`src/rtl/ltc2308_pkg.sv`:
```
`default_nettype none
// ============================================================================
// Module   : ltc2308_pkg
// Brief    : Shared config-word layout, state encoding and channel decode for
//            the LTC2308 serial ADC interface (master and responder).
// Revision : 1.0
// ============================================================================
package ltc2308_pkg;

    localparam int SD_BIT  = 5;
    localparam int OS_BIT  = 4;
    localparam int S1_BIT  = 3;
    localparam int S0_BIT  = 2;
    localparam int UNI_BIT = 1;
    localparam int SLP_BIT = 0;

    localparam logic [5:0] CFG_RESET = 6'b100010;

    typedef enum logic [0:0] {
        IDLE  = 1'b0,
        SHIFT = 1'b1
    } state_t;

    // Single-ended channel index is {S1, S0, O/S}, matching the part's mux table.
    function automatic logic [2:0] cfg_to_channel(input logic [5:0] cfg);
        return {cfg[S1_BIT], cfg[S0_BIT], cfg[OS_BIT]};
    endfunction

endpackage
`default_nettype wire

```
`src/rtl/ltc2308_responder_sync_edge.sv`:
```
`default_nettype none
// ============================================================================
// Module   : sync_edge
// Brief    : Multi-flop synchronizer with registered rise/fall edge detection.
// Revision : 1.0
// ============================================================================
module sync_edge #(
    parameter int SYNC_STAGES = 2
) (
    input  logic clk,
    input  logic rst,
    input  logic i_din,
    output logic o_level,
    output logic o_rise,
    output logic o_fall
);

    logic [SYNC_STAGES-1:0] r_sync;
    logic                   r_prev;

    // Reset to low so a line already low after reset never reads as a falling edge.
    always_ff @(posedge clk) begin
        if (rst) begin
            r_sync <= '0;
            r_prev <= 1'b0;
        end else begin
            r_sync <= {r_sync[SYNC_STAGES-2:0], i_din};
            r_prev <= r_sync[SYNC_STAGES-1];
        end
    end

    assign o_level = r_sync[SYNC_STAGES-1];
    assign o_rise  =  r_sync[SYNC_STAGES-1] & ~r_prev;
    assign o_fall  = ~r_sync[SYNC_STAGES-1] &  r_prev;

endmodule
`default_nettype wire

```
`src/rtl/ltc2308_responder.sv`:
```
`default_nettype none
// ============================================================================
// Module   : ltc2308_responder
// Brief    : Slave-side LTC2308 model: decodes the DIN config word and returns
//            per-channel samples on DOUT with a one-frame pipeline.
// Revision : 1.0
// ============================================================================
module ltc2308_responder
    import ltc2308_pkg::*;
#(
    parameter int SYNC_STAGES = 2,
    parameter int DATA_BITS   = 12,
    parameter int CFG_BITS    = 6
) (
    input  logic                 CLOCK,
    input  logic                 RESET,
    input  logic                 ADC_SCLK,
    input  logic                 ADC_CS_N,
    input  logic                 ADC_DIN,
    output logic                 ADC_DOUT,
    input  logic [DATA_BITS-1:0] CH0,
    input  logic [DATA_BITS-1:0] CH1,
    input  logic [DATA_BITS-1:0] CH2,
    input  logic [DATA_BITS-1:0] CH3,
    input  logic [DATA_BITS-1:0] CH4,
    input  logic [DATA_BITS-1:0] CH5,
    input  logic [DATA_BITS-1:0] CH6,
    input  logic [DATA_BITS-1:0] CH7,
    output logic [CFG_BITS-1:0]  CFG_WORD,
    output logic                 CFG_VALID,
    output logic                 FRAME_ERR,
    output logic [15:0]          FRAME_CNT
);

    localparam logic [3:0] c_CFG_CNT = 4'(CFG_BITS);
    localparam logic [3:0] c_CNT_MAX = 4'hF;

    logic w_sclk_level, w_sclk_rise, w_sclk_fall;
    logic w_cs_level,   w_cs_rise,   w_cs_fall;
    logic w_din,        w_din_rise,  w_din_fall;
    logic w_unused;

    sync_edge #(.SYNC_STAGES(SYNC_STAGES)) u_sync_sclk (
        .clk(CLOCK), .rst(RESET), .i_din(ADC_SCLK),
        .o_level(w_sclk_level), .o_rise(w_sclk_rise), .o_fall(w_sclk_fall)
    );
    sync_edge #(.SYNC_STAGES(SYNC_STAGES)) u_sync_cs (
        .clk(CLOCK), .rst(RESET), .i_din(ADC_CS_N),
        .o_level(w_cs_level), .o_rise(w_cs_rise), .o_fall(w_cs_fall)
    );
    sync_edge #(.SYNC_STAGES(SYNC_STAGES)) u_sync_din (
        .clk(CLOCK), .rst(RESET), .i_din(ADC_DIN),
        .o_level(w_din), .o_rise(w_din_rise), .o_fall(w_din_fall)
    );

    assign w_unused = ^{w_sclk_level, w_cs_level, w_din_rise, w_din_fall};

    state_t                r_state;
    logic                  r_dout;
    logic [DATA_BITS-1:0]  r_sr;
    logic [CFG_BITS-1:0]   r_cfg_sr;
    logic [3:0]            r_bit_cnt;
    logic [CFG_BITS-1:0]   r_cfg_word;
    logic [DATA_BITS-1:0]  r_sample_q;
    logic                  r_cfg_valid;
    logic                  r_frame_err;
    logic [15:0]           r_frame_cnt;
    logic                  r_latch;
    logic [DATA_BITS-1:0]  w_ch_val;
    logic [DATA_BITS-1:0]  w_sample_sel;

    always_comb begin
        w_ch_val = CH0;
        case (cfg_to_channel(r_cfg_word))
            3'd0:    w_ch_val = CH0;
            3'd1:    w_ch_val = CH1;
            3'd2:    w_ch_val = CH2;
            3'd3:    w_ch_val = CH3;
            3'd4:    w_ch_val = CH4;
            3'd5:    w_ch_val = CH5;
            3'd6:    w_ch_val = CH6;
            default: w_ch_val = CH7;
        endcase
        w_sample_sel = r_cfg_word[SD_BIT] ? w_ch_val : '0;
    end

    // The sample latches one cycle after frame end so it sees the freshly accepted word.
    always_ff @(posedge CLOCK) begin
        if (RESET) begin
            r_state     <= IDLE;
            r_dout      <= 1'b0;
            r_sr        <= '0;
            r_cfg_sr    <= '0;
            r_bit_cnt   <= '0;
            r_cfg_word  <= CFG_RESET;
            r_sample_q  <= '0;
            r_cfg_valid <= 1'b0;
            r_frame_err <= 1'b0;
            r_frame_cnt <= '0;
            r_latch     <= 1'b0;
        end else begin
            r_cfg_valid <= 1'b0;
            r_frame_err <= 1'b0;
            r_latch     <= 1'b0;
            if (r_latch) begin
                r_sample_q <= w_sample_sel;
            end
            case (r_state)
                IDLE: begin
                    r_dout <= 1'b0;
                    if (w_cs_fall) begin
                        r_state   <= SHIFT;
                        r_sr      <= r_sample_q;
                        r_dout    <= r_sample_q[DATA_BITS-1];
                        r_bit_cnt <= '0;
                        r_cfg_sr  <= '0;
                    end
                end
                SHIFT: begin
                    if (w_cs_rise) begin
                        r_state     <= IDLE;
                        r_dout      <= 1'b0;
                        r_frame_cnt <= r_frame_cnt + 16'd1;
                        r_latch     <= 1'b1;
                        if (r_bit_cnt >= c_CFG_CNT) begin
                            r_cfg_word  <= r_cfg_sr;
                            r_cfg_valid <= 1'b1;
                        end else begin
                            r_frame_err <= 1'b1;
                        end
                    end else if (w_sclk_rise) begin
                        if (r_bit_cnt < c_CFG_CNT) begin
                            r_cfg_sr <= {r_cfg_sr[CFG_BITS-2:0], w_din};
                        end
                        if (r_bit_cnt != c_CNT_MAX) begin
                            r_bit_cnt <= r_bit_cnt + 4'd1;
                        end
                    end else if (w_sclk_fall) begin
                        r_sr   <= {r_sr[DATA_BITS-2:0], 1'b0};
                        r_dout <= r_sr[DATA_BITS-2];
                    end
                end
                default: r_state <= IDLE;
            endcase
        end
    end

    assign ADC_DOUT  = r_dout;
    assign CFG_WORD  = r_cfg_word;
    assign CFG_VALID = r_cfg_valid;
    assign FRAME_ERR = r_frame_err;
    assign FRAME_CNT = r_frame_cnt;

endmodule
`default_nettype wire

```
`config.mk`:
```
export PLATFORM = sky130hd
export DESIGN_NAME = ltc2308_responder
export DESIGN_NICKNAME = d
export VERILOG_FILES = /design/src/rtl/ltc2308_pkg.sv /design/src/rtl/ltc2308_responder_sync_edge.sv /design/src/rtl/ltc2308_responder.sv
export SDC_FILE = /design/constraint.sdc
export NUM_CORES = 1
export LEC_CHECK = 0
export CORE_UTILIZATION = 49
export DETAILED_ROUTE_END_ITERATION = 10
export HOLD_SLACK_MARGIN = 0.02
export PLACE_DENSITY_LB_ADDON = 0.25
export SLEW_MARGIN = 20
export SYNTH_ARGS = -nofsm -noshare
export SYNTH_HDL_FRONTEND = slang
export SYNTH_SLANG_ARGS = --single-unit
```
`constraint.sdc`:
```
create_clock -name CLOCK -period 2.8 [get_ports CLOCK]
set_clock_uncertainty 0.1 [all_clocks]
set_input_delay 0.56 -clock CLOCK [delete_from_list [all_inputs] [get_ports CLOCK]]
set_output_delay 0.56 -clock CLOCK [all_outputs]
set_load 0.005 [all_outputs]
```
== After elaboration in Yosys (flattened, before gate mapping) ==
Cells that the tools add are included.

* Add/subtract/negate cells: 2
* Magnitude comparators: 2
* Equality and inequality tests: 16
* Multiplexer cells: 28
* Bitwise logic cells: 10
* Reductions and logical operators: 9

{| class="wikitable"
|+ Operators by type and width
! cell !! count
|-
| $pmux 12 s7 || 1
|-
| $mux 11 || 4
|-
| $mux 6 || 4
|-
| $pmux 11 s2 || 1
|-
| $add 16x1->16 const B || 1
|-
| $mux 4 || 4
|-
| $mux 12 || 1
|-
| $pmux 6 s2 || 1
|-
| $reduce_and 4->1 || 3
|-
| $ne 2x1->1 const B || 5
|-
| $eq 3x3->1 const B || 3
|-
| $mux 1 || 9
|-
| $pmux 4 s2 || 1
|-
| $eq 3x2->1 const B || 2
|-
| $not 1->1 || 6
|-
| $add 4x1->4 const B || 1
|-
| $and 1x1->1 || 4
|-
| $ge 4x3->1 const B || 1
|-
| $lt 4x3->1 const B || 1
|-
| $ne 2x2->1 const B || 2
|-
| $ne 4x4->1 const B || 1
|-
| $pmux 1 s2 || 2
|-
| $reduce_and 2->1 || 2
|-
| $eq 3x1->1 const B || 1
|-
| 6 further kinds || 6
|}

* Register bits: 68
* Input port bits: 101
* Output and inout bits: 25

== Longest topological paths before layout ==
* Depth after elaboration: 6
* Mapped depth: 7
* Gate-level depth less buffers: 6

== Cells and area by module ==
From an unflattened synthesis, not the netlist that was laid out.

* Cells, all modules: 414
* Area total of the unflattened synthesis: 3532.1 um^2

{| class="wikitable"
|+ Modules (own cells, without submodules)
! module !! times used !! cells each !! area each (um^2) !! seq. area each (um^2)
|-
| ltc2308_responder || 1 || 390 || 3258.1 || 1201.2
|-
| sync_edge || 3 || 8 || 91.3 || 60.1
|}

== Worst setup path before layout ==
OpenSTA, ideal clock, no wires.

* Path type: register to register
* Start: reg r_frame_cnt[2] (netlist: FRAME_CNT[2])
* End: reg r_frame_cnt[15] (netlist: FRAME_CNT[15])
* Data arrival time: 1.479 ns
* Data required time: 2.629 ns
* Slack: 1.150 ns
* Stages on the path, launching flop included: 6
* Buffers on the path: 1
* Period minus slack after synthesis: 1.650 ns
* Cell sequence: dfxtp_1 > buf_2 > nand4b_4 > or2_4 > or4_1 > a21oi_1

* Cells in the longest elaborated chain, start to end: 1

{| class="wikitable"
|+ Ends and longest elaborated chain
! element !! RTL line !! text
|-
| start, declared || ltc2308_responder.sv:67 || <nowiki>logic [15:0] r_frame_cnt;</nowiki>
|-
| start signal, assigned || ltc2308_responder.sv:123 || <nowiki>r_frame_cnt <= r_frame_cnt + 16'd1;</nowiki>
|-
| $add 16x1->16 || ltc2308_responder.sv:123 ||
|}

Every way passes these cells.
A chain may end at the register's enable or synchronous reset.

== Worst setup path in the final report ==
* Start: reg r_cfg_word[3] (netlist: CFG_WORD[3])
* End: out CFG_WORD[3]

{| class="wikitable"
|+ RTL lines
! element !! RTL line !! text
|-
| start, declared || ltc2308_responder.sv:63 || <nowiki>logic [CFG_BITS-1:0] r_cfg_word;</nowiki>
|-
| start signal, assigned || ltc2308_responder.sv:126 || <nowiki>r_cfg_word <= r_cfg_sr;</nowiki>
|-
| end, declared || ltc2308_responder.sv:29 || <nowiki>output logic [CFG_BITS-1:0] CFG_WORD,</nowiki>
|}

No word-level cell between the ends.

==> results.toml <==
[placed_design]
dp.cells = 628
dp_hpwl_um = 7030
port_buffers = 125
place.gp.congestion = 0.823

[global_route]
grt_start_max_net_pins = 37
grt_pass1_wl_um = 14500
grt_antenna_before_repair = 0
track_usage_pct = 24.1
grt-ovfl-total = 0
grt_pass1_vias = 3231

[floorplanning]
die_w_um = 87.7
start_util_pct = 51.8
rows = 30
ios = 126
die_h_um = 87.7
die_area_um2 = 7690
core_region_area_um2 = 6940

[outcome]
outcome = "finished clean"

[pwr]
power.leakage_nw = 1.77
vdd_ir_drop_max_mv = 0.404
powerDensity_nw_per_um2 = 414

[final_layout]
n_antenna_cell = 0
mostFrequentLayoutCell = "clkdlybuf4s50_1"
drive_above_1_share_pct = 7.30
layout.nets = 647
layoutNonFillerInstCount = 644
layout_common_cells = "124 x clkdlybuf4s50_1, 67 x dfxtp_1, 38 x nor2_1"
syn_to_final_growth_pct = 42.1

[drt]
drt_iter0_drc = 150
drc = 0
routedWlPerCell_um = 14.3
first_pass_iters = 4
routed_wl_um = 9220
vias_per_cell = 5.44
num_vias = 3501
detail-route-antenna-nets = 0

[logic_synthesis]
yosysUniqueCellTypes = 46
syn-instance-count = 434
syn_avg_cell_area_um2 = 8.29
yosysWarnings = 0
yosysTopAreaCell = "dfxtp_1"
yosys_register_bits = 68
synth_area_um2 = 3600
syn-num-nets = 538
synth.top_cell.area_share_pct = 37.8
yosys-top-cells-area = "dfxtp_1 38%, mux2i_1 9.2%, a21oi_1 4.9%"
synth.yosys.seq_area_share_pct = 37.8

[cts]
clk_pin_slew_ns = 0.07
cts_max_level = 3
post_cts_buffers = 0
ctsResizeCount = 0
cts_tree = "built"
root_buffer = "clkbuf_8"
clock_latency_ns = 0.35
cts.sinks = 68
hold_buffers = 0
clockBufferDepth = 2
cts_buffers = 9

[worst_setup_path]
cp-start-kind = "register"
setup.worst_path.start = "CFG_WORD[3]$_SDFFE_PP0P_"
path_buf_inv = 1
critPathArrivalTime_ns = 1.70
critical-path-max-stage-delay_ns = 0.72
crit_chain = "clkdlybuf4s50_1"
crit_fanout = 30
critPathTopFamily = "flip-flops"
crit_type = "reg2out"
reg2reg_from = "CFG_WORD[3]$_SDFFE_PP0P_"
worst_ep_required_time_ns = 2.14
end_kind = "output pin"
cpMaxStageDelayCell = "dfxtp_2"

[sta]
fin_tns_setup_ns = 0
max_slew.worst_pin.slew_ns = 0.642
slew_headroom_pct = 57.2
slew_viol_final = 0
fin_crit_ns = 2.36
fmax_ghz = 0.423
fin_crit_sh_pct = 84.4
setup_viol_count_final = 0
hold_violations = 0
rsz0062_at_grt = "false"

[min_path]
min_from = "u_sync_sclk.r_sync[0]$_SDFF_PP0_"
hold_path_class = "reg2reg"

[flow_run]
drv_cap = 0
state kept, by name, summed over array words and instances, names as in the netlist, 2 cells and up:
| name | cells |
|---|---|
| u_sync_cs.r_sync | 2 |
| r_cfg_sr | 6 |
| u_sync_sclk.r_sync | 2 |
| r_bit_cnt | 4 |
| r_sample_q | 12 |
| FRAME_CNT | 16 |
| CFG_WORD | 6 |
| r_sr | 11 |
| u_sync_din.r_sync | 2 |
synth_stat cells, drive strengths merged:
cell / instances
xnor2: 8
nor3: 4
nand2b: 14
dfxtp: 68
o21a: 2
a31o: 1
or4: 1
nand4b: 1
and4b: 1
and3b: 1
and2: 1
o22ai: 3
nand3: 31
nand2: 19
a22oi: 8
xor2: 4
or3: 5
or2: 9
and3: 2
and4: 2
o31ai: 1
mux2i: 33
a211oi: 19
nor4: 3
o31a: 8
clkbuf: 23
nor2b: 16
o211ai: 10
a211o: 2
a21oi: 35
nand4: 7
o21ai: 29
nand3b: 2
nor2: 38
a32oi: 1
nor3b: 1
buf: 12
or3b: 1
inv: 5
ha: 3
layout make-up:
class / count / area (um^2)
multi-input cells: 326 / 2080
fillers: 502 / 1830
flip-flops and latches: 68 / 1360
repair buffers: 133 / 1310
clock buffers: 10 / 138
well taps: 96 / 120
clock inverters: 6 / 95.1
inverters: 5 / 18.8
stage by stage:
| stage | power (W) | utilization, % | setup slack, ns | hold WS [ns] | cell area (um^2) |
|---|---|---|---|---|---|
| 6_report | 0.00212 | 73.7 | 0.436 | 0.344 | 5120 |
| 5_1_grt | 0.00221 | 73.7 | 0.353 | 0.363 | 5120 |
| 4_1_cts | 0.00214 | 73.7 | 0.416 | 0.345 | 5120 |
| 3_5_place_dp | 0.00121 | 70.3 | 0.794 | 0.327 | 4880 |
| 3_3_place_gp | 0.00121 | 70.3 | 0.829 | 0.321 | 4880 |
| 2_1_floorplan | 0.00106 | - | 1.15 | 0.314 | 3600 |
report_power, final:
part | switching, W | internal (W) | leakage (nW) | total, W
clock | 0.000393 | 0.000535 | 0.117 | 0.000927
combinational | 0.0000576 | 0.000147 | 1.10 | 0.000205
sequential | 0.00000891 | 0.000978 | 0.550 | 0.000987
cells by family (layout without fill, tap and decap cells):
kind of cell | count (synthesis) | in the layout | synth area share (%)
muxes | 33 | 33 | 9.18
and+or+nand+nor | 159 | 159 | 23.7
AOI/OAI and AO/OA | 119 | 119 | 20.8
adders and majority gates | 3 | 3 | 1.04
DFF | 68 | 68 | 37.8
xor gates and xnor gates | 12 | 12 | 2.92
buffers and inverters | 40 | 154 | 4.52
path summary, 6_finish.rpt:
check,slack [ns],to,cells after the start
worst min-delay path,0.34,u_sync_sclk.r_sync[1]$_SDFF_PP0_,1
worst max register to register,0.76,r_sample_q[6]$_SDFFE_PP0P_,5
worst max-delay path,0.44,CFG_WORD[3],1
worst min register to register,0.34,u_sync_sclk.r_sync[1]$_SDFF_PP0_,1
per-layer routing:
| metal | track usage, % | routed length (um) |
|---|---|---|
| met5 | 0 | 0 |
| met4 | 5.66 | 64 |
| met3 | 7.63 | 405 |
| met2 | 40.5 | 4750 |
| met1 | 30.1 | 4010 |
No activity file was read; power rests on OpenSTA's default activity.
